==> src/rtl/sram_mem_ctrl.sv <==
// sram_mem_ctrl: MEM-stage responder that performs one 32-bit word access as
// two 16-bit phases (low half, then high half) on an asynchronous SRAM.
// Each phase lasts WAIT_CYCLES clocks.
//
// Optional feature macro: SRAM_READ_BUF_EN
//   Adds a one-word read buffer. A read that hits the buffer completes
//   without any SRAM activity.
//
// Handshake: ready is combinational and is high only when the block is idle
// with no request (state IDLE, req low) or in the single DONE cycle.
// While ready is low, the pipeline holds mem_read, mem_write, address and
// wdata stable. DONE always returns to IDLE, so a request that is still
// present after DONE is treated as a new access.
//
// Debug: dbg_state_o exposes the FSM state (0=IDLE, 1=LOW, 2=HIGH, 3=DONE).
module sram_mem_ctrl #(
    parameter int ADDR_W      = 32,
    parameter int SRAM_ADDR_W = 18,
    parameter int WAIT_CYCLES = 4
) (
    input  logic                   clk,
    input  logic                   rst,
    input  logic                   mem_read,
    input  logic                   mem_write,
    input  logic [ADDR_W-1:0]      address,
    input  logic [31:0]            wdata,
    output logic [31:0]            rdata,
    output logic                   ready,
    output logic [SRAM_ADDR_W-1:0] sram_addr,
    output logic [15:0]            sram_dq_out,
    output logic                   sram_dq_oe,
    input  logic [15:0]            sram_dq_in,
    output logic                   sram_we_n,
    output logic [1:0]             dbg_state_o
);

    localparam int CNT_W  = (WAIT_CYCLES > 1) ? $clog2(WAIT_CYCLES) : 1;
    localparam int WORD_W = SRAM_ADDR_W - 1;
    localparam logic [CNT_W-1:0] CNT_LAST = CNT_W'(WAIT_CYCLES - 1);

    typedef enum logic [1:0] {
        IDLE = 2'd0,
        LOW  = 2'd1,
        HIGH = 2'd2,
        DONE = 2'd3
    } state_t;

    state_t              state_q, state_d;
    logic [CNT_W-1:0]    cnt_q, cnt_d;
    logic                is_wr_q, is_wr_d;
    logic [WORD_W-1:0]   word_q, word_d;
    logic [31:0]         wdata_q, wdata_d;
    logic [15:0]         lo_q, lo_d;
    logic [31:0]         rdata_q, rdata_d;

    logic                req;
    logic                req_wr;
    logic [WORD_W-1:0]   req_word;
    logic                cnt_last;

    // Byte-lane bits and address bits above the SRAM range are ignored.
    logic                unused_addr_bits;
    assign unused_addr_bits = ^{address[ADDR_W-1:SRAM_ADDR_W+1], address[1:0]};

    // A simultaneous read and write is treated as a read.
    assign req      = mem_read | mem_write;
    assign req_wr   = mem_write & ~mem_read;
    assign req_word = address[SRAM_ADDR_W:2];
    assign cnt_last = (cnt_q == CNT_LAST);

`ifdef SRAM_READ_BUF_EN
    logic                buf_valid_q, buf_valid_d;
    logic [WORD_W-1:0]   buf_tag_q, buf_tag_d;
    logic [31:0]         buf_data_q, buf_data_d;
    logic                buf_hit;

    assign buf_hit = ~req_wr & buf_valid_q & (buf_tag_q == req_word);
`endif

    // Next-state logic: phase sequencing, wait counter and read capture.
    always_comb begin
        state_d = state_q;
        cnt_d   = cnt_q;
        is_wr_d = is_wr_q;
        word_d  = word_q;
        wdata_d = wdata_q;
        lo_d    = lo_q;
        rdata_d = rdata_q;
`ifdef SRAM_READ_BUF_EN
        buf_valid_d = buf_valid_q;
        buf_tag_d   = buf_tag_q;
        buf_data_d  = buf_data_q;
`endif
        case (state_q)
            IDLE: begin
                cnt_d = '0;
                if (req) begin
                    is_wr_d = req_wr;
                    word_d  = req_word;
                    wdata_d = wdata;
`ifdef SRAM_READ_BUF_EN
                    if (buf_hit) begin
                        state_d = DONE;
                        rdata_d = buf_data_q;
                    end else begin
                        state_d = LOW;
                    end
`else
                    state_d = LOW;
`endif
                end
            end
            LOW: begin
                if (cnt_last) begin
                    state_d = HIGH;
                    cnt_d   = '0;
                    if (!is_wr_q) begin
                        lo_d = sram_dq_in;
                    end
                end else begin
                    cnt_d = cnt_q + CNT_W'(1);
                end
            end
            HIGH: begin
                if (cnt_last) begin
                    state_d = DONE;
                    cnt_d   = '0;
                    // rdata changes only once both halves are in hand.
                    if (!is_wr_q) begin
                        rdata_d = {sram_dq_in, lo_q};
`ifdef SRAM_READ_BUF_EN
                        buf_valid_d = 1'b1;
                        buf_tag_d   = word_q;
                        buf_data_d  = {sram_dq_in, lo_q};
`endif
                    end
                end else begin
                    cnt_d = cnt_q + CNT_W'(1);
                end
            end
            DONE: begin
                state_d = IDLE;
                cnt_d   = '0;
`ifdef SRAM_READ_BUF_EN
                // Keep the buffer coherent with a store to the buffered word.
                if (is_wr_q && buf_valid_q && (buf_tag_q == word_q)) begin
                    buf_data_d = wdata_q;
                end
`endif
            end
            default: begin
                state_d = IDLE;
                cnt_d   = '0;
            end
        endcase
    end

    // State and datapath registers with synchronous reset.
    always_ff @(posedge clk) begin
        if (rst) begin
            state_q <= IDLE;
            cnt_q   <= '0;
            is_wr_q <= 1'b0;
            word_q  <= '0;
            wdata_q <= '0;
            lo_q    <= '0;
            rdata_q <= '0;
        end else begin
            state_q <= state_d;
            cnt_q   <= cnt_d;
            is_wr_q <= is_wr_d;
            word_q  <= word_d;
            wdata_q <= wdata_d;
            lo_q    <= lo_d;
            rdata_q <= rdata_d;
        end
    end

`ifdef SRAM_READ_BUF_EN
    // Read buffer registers; reset only needs to invalidate the entry.
    always_ff @(posedge clk) begin
        if (rst) begin
            buf_valid_q <= 1'b0;
            buf_tag_q   <= '0;
            buf_data_q  <= '0;
        end else begin
            buf_valid_q <= buf_valid_d;
            buf_tag_q   <= buf_tag_d;
            buf_data_q  <= buf_data_d;
        end
    end
`endif

    // SRAM pin drive: active only in LOW/HIGH. we_n releases on the last
    // cycle of each phase so address and data are held past the strobe.
    always_comb begin
        sram_addr   = '0;
        sram_we_n   = 1'b1;
        sram_dq_oe  = 1'b0;
        sram_dq_out = '0;
        if (state_q == LOW || state_q == HIGH) begin
            sram_addr = {word_q, (state_q == HIGH)};
            if (is_wr_q) begin
                sram_dq_oe  = 1'b1;
                sram_we_n   = cnt_last;
                sram_dq_out = (state_q == HIGH) ? wdata_q[31:16] : wdata_q[15:0];
            end
        end
    end

    assign ready       = ((state_q == IDLE) & ~req) | (state_q == DONE);
    assign rdata       = rdata_q;
    assign dbg_state_o = state_q;

endmodule

==> config.mk <==
export PLATFORM = sky130hd
export DESIGN_NAME = sram_mem_ctrl
export DESIGN_NICKNAME = d
export VERILOG_FILES = /design/src/rtl/sram_mem_ctrl.sv
export SDC_FILE = /design/constraint.sdc
export NUM_CORES = 1
export LEC_CHECK = 0
export BUFFER_PORTS_ARGS = -buffer_cell sky130_fd_sc_hd__clkbuf_2
export CAP_MARGIN = 20
export CELL_PAD_IN_SITES_DETAIL_PLACEMENT = 0
export CELL_PAD_IN_SITES_GLOBAL_PLACEMENT = 1
export CORE_AREA = 3 3 118 120
export DETAILED_ROUTE_END_ITERATION = 8
export DIE_AREA = 0 0 121 123
export GPL_TIMING_DRIVEN = 0
export PLACE_DENSITY = 0.78
export SLEW_MARGIN = 5
export SYNTH_ARGS = -nofsm -noshare
export SYNTH_HDL_FRONTEND = slang
export SYNTH_SLANG_ARGS = --single-unit
==> constraint.sdc <==
create_clock -name clk -period 1.45 [get_ports clk]
set_input_delay 0.145 -clock clk [delete_from_list [all_inputs] [get_ports clk]]
set_output_delay 0.145 -clock clk [all_outputs]
set_load 0.01 [all_outputs]
==> reports/results.ini <==
[worst_hold_path]
worstHoldPathType=in -> reg
holdPathEnd=word_q[2]$_SDFFE_PP0P_
min_from=address[4]
hold_depth=3

[setup_path]
cp.buffers_inverters=4
critPathRequiredTime_ps=1310
r2r_start=dbg_state_o[0]$_SDFFE_PP0P_
crit_path_end_kind=output pin
regToRegSetupSlack_ps=-130
ff2ff_path_depth=9
cp_slowest_cell=dfxtp_4
crit_chain=inv_4 > ha_4 > buf_12 > buf_12 > mux2i_4 > nor2_1 > clkbuf_2
crit_type=reg -> out
critPathMaxFanout=8
cp_common_cell=buf_12
slowest_delay_ps=370
r2r_end=rdata[24]$_SDFFE_PP0P_
start_kind=register
cpLargestDelayFamily=buffers and inverters
arrival_ps=1620

[grt]
overflow=0
grtUsageMet2_pct=29.0
grt_pass1_wl_um=19100
busiest_layer=met2
grt_pass1_vias=3814
met1_usage_pct=19.5
groute.layer.met3.usage_pct=4.57
grt.total_usage_pct=16.3
antenna_found_initial=0
grt_max_degree=20

[routing]
wl_per_cell_um=14.8
vias=3994
drtIter0Drc=235
via_per_inst=4.61
drtPass1Iterations=4
drc_errors=0
drt_wl_total_um=12800
detail-route-antenna-nets=0

[die]
core-area_mm2=0.0131
io_pins=155
initial_core_util_pct=30.6
die_width_um=121
core.rowCount=42
dieHeight_um=123
dieArea_mm2=0.0149

[timing]
fmax_mhz=568
whs_ps=15.1
skew_ps=7.20
finalMaxSlewViolations=0
worst_pin_slew_ps=755
setup_viol=84
min_period_ps=1760
finalHoldViolCount=0
fin_crit_sh_pct=121
slew_headroom_pct=49.7
rsz0062_at_grt=yes
setup_slack_ps=-311

[placed_design]
place.detailed.hpwl_um=8610
place.gp.congestion=0.799
portBuffers=139
dpl_cell_area_mm2=0.00495

[layout]
final_common_cell=nand2_1
final_area_mm2=0.00642
mostFrequentLayoutCells=149 x nand2_1, 109 x clkbuf_2, 100 x dfxtp_1
drive_above_1_share_pct=48.2
fin_nets=775
n_antenna_cell=0
syn_to_final_growth_pct=60.2
fillers=1238

[clock_tree]
cts_root_buf=clkbuf_16
htreeDepth=3
cts_tree=built
cts.reportedPaths.clkPinSlew_ps=70
cts_buffers=9
cts_buffer_depth=2
clock-sinks=102
clk_latency_ps=340

[synth]
syn_nets=597
ys_types=27
synth_cells=508
ys_seq_elements=102
netlist_area_mm2=0.00401
ys_seq_area_share_pct=51.0
syn_area_per_cell_um2=7.88
yosysWarningCount=0

[pwr]
power.leakage_nw=2.65
p_sw_share_pct=31.1
p_sw_mw=2.99
comb_power_share_pct=36.8
vdd_ir_drop_max_uv=737
power_density_mw_per_mm2=1500
pwr-share-clk_pct=28.3
internal_power_mw=6.64
pwr-share-seq_pct=34.9

[run_status]
violations=negative setup slack
status=complete, but fails checks

[job]
cap_viol_max_count=0

[worst max-delay path by stage]
| stage | startpoint | end | slack (ps) | cells past startpoint |
|---|---|---|---|---|
| after floorplan | dbg_state_o[0]$_SDFFE_PP0P_ | sram_dq_out[11] | -5 | 5 |
| after global placement | dbg_state_o[0]$_SDFFE_PP0P_ | sram_dq_out[11] | -290 | 6 |
| after detailed placement | dbg_state_o[0]$_SDFFE_PP0P_ | sram_dq_out[8] | -320 | 6 |
| after CTS | dbg_state_o[1]$_SDFFE_PP0P_ | sram_dq_out[8] | -310 | 6 |
| after global routing | dbg_state_o[0]$_SDFFE_PP0P_ | sram_dq_out[6] | -360 | 7 |
| final | dbg_state_o[0]$_SDFFE_PP0P_ | sram_dq_out[11] | -310 | 7 |
[kinds of logic (layout without fill, tap and decap cells)]
family | Yosys count | after routing | share of synthesized area (%)
adder cells (fa/ha/maj) | 5 | 5 | 1.56
AO/OA/AOI/OAI | 106 | 106 | 13.7
AND/OR/NAND/NOR | 239 | 239 | 24.4
flip-flops | 102 | 102 | 51.0
multiplexers | 17 | 17 | 4.25
buffers and inverters | 39 | 222 | 5.09
[through the flow]
step                      utilization [%]  std cells  TNS, ps  total power, mW  setup WS, ps
final                                49.0        867   -12670             9.64          -311
after global routing                 49.0        867   -17690             10.1          -359
after global placement               37.8        823   -12530             5.63          -293
after detailed placement             37.8        823   -15230             5.68          -316
after floorplan                         -        508    -41.3             4.93         -5.17
after CTS                            44.5        863   -11160             9.16          -309
[flip-flops by register name, summed over array words and instances, names as in the netlist]
register,count
cnt_q,2
dbg_state_o,2
is_wr_q,1
lo_q,16
rdata,32
wdata_q,32
word_q,17
[repair_timing]
item                                    in CTS  in global routing
buffers inserted                            20                  7
pin swaps                                   66                 27
endpoints found under the setup margin     118                107
hold buffers                                 0                  0
endpoints found under the hold margin        0                  0
gates cloned                                 6                  1
gates resized for setup                    106                165
[cell usage after synthesis]
master	number	share of area, %
a211oi_1	1	0.19
a21boi_0	1	0.19
a21o_1	1	0.19
a21oi_1	99	12
and2_1	17	2.7
and3b_1	2	0.44
buf_1	1	0.094
buf_2	9	1.1
buf_4	6	1.1
buf_6	3	0.84
clkbuf_1	16	1.5
clkbuf_2	1	0.12
dfxtp_1	102	51
ha_1	5	1.6
inv_1	3	0.28
mux2i_1	17	4.2
nand2_1	195	18
nand2b_1	2	0.31
nand3b_1	2	0.37
nor2_1	18	1.7
nor4b_1	1	0.22
nor4bb_1	1	0.25
o21a_1	1	0.19
o21a_2	1	0.22
o21ai_2	1	0.22
o21bai_1	1	0.19
or2_2	1	0.16
[worst register-to-register path, stage by stage (launching register included)]
cell and delay, ps:
dfxtp_4 360, inv_4 80, ha_4 140, buf_12 130, buf_6 120, nand3b_1 170
buf_6 200, buf_12 140, nand2_4 60, a21oi_2 40
[area by class of cell]
class / count / area, um2 / share of cell area, %
Buffer: 32 / 288 / 4.49
Clock buffer: 10 / 229 / 3.57
Clock inverter: 6 / 109 / 1.70
Inverter: 3 / 21.3 / 0.332
Multi-Input combinational cell: 367 / 2320 / 36.1
Sequential cell: 102 / 2050 / 31.9
Tap cell: 176 / 220 / 3.43
Timing Repair Buffer: 171 / 1180 / 18.4
[metal layers]
| layer | vias to the layer above | part of all wire, % |
|---|---|---|
| met5 | - | 0 |
| met4 | 0 | 1.1 |
| met3 | 11 | 6.7 |
| met2 | 126 | 52 |
| met1 | 1863 | 41 |
| li1 | 1994 | - |
[power groups by stage]
stage                     combinational, mW  sequential, mW  clock [mW]
after floorplan                        1.59            3.34           0
after global placement                 2.26            3.37           0
after detailed placement               2.30            3.38           0
after CTS                              3.04            3.34        2.78
after global routing                   3.85            3.40        2.88
final                                  3.55            3.36        2.72
Power figures use the tool's default switching activity.
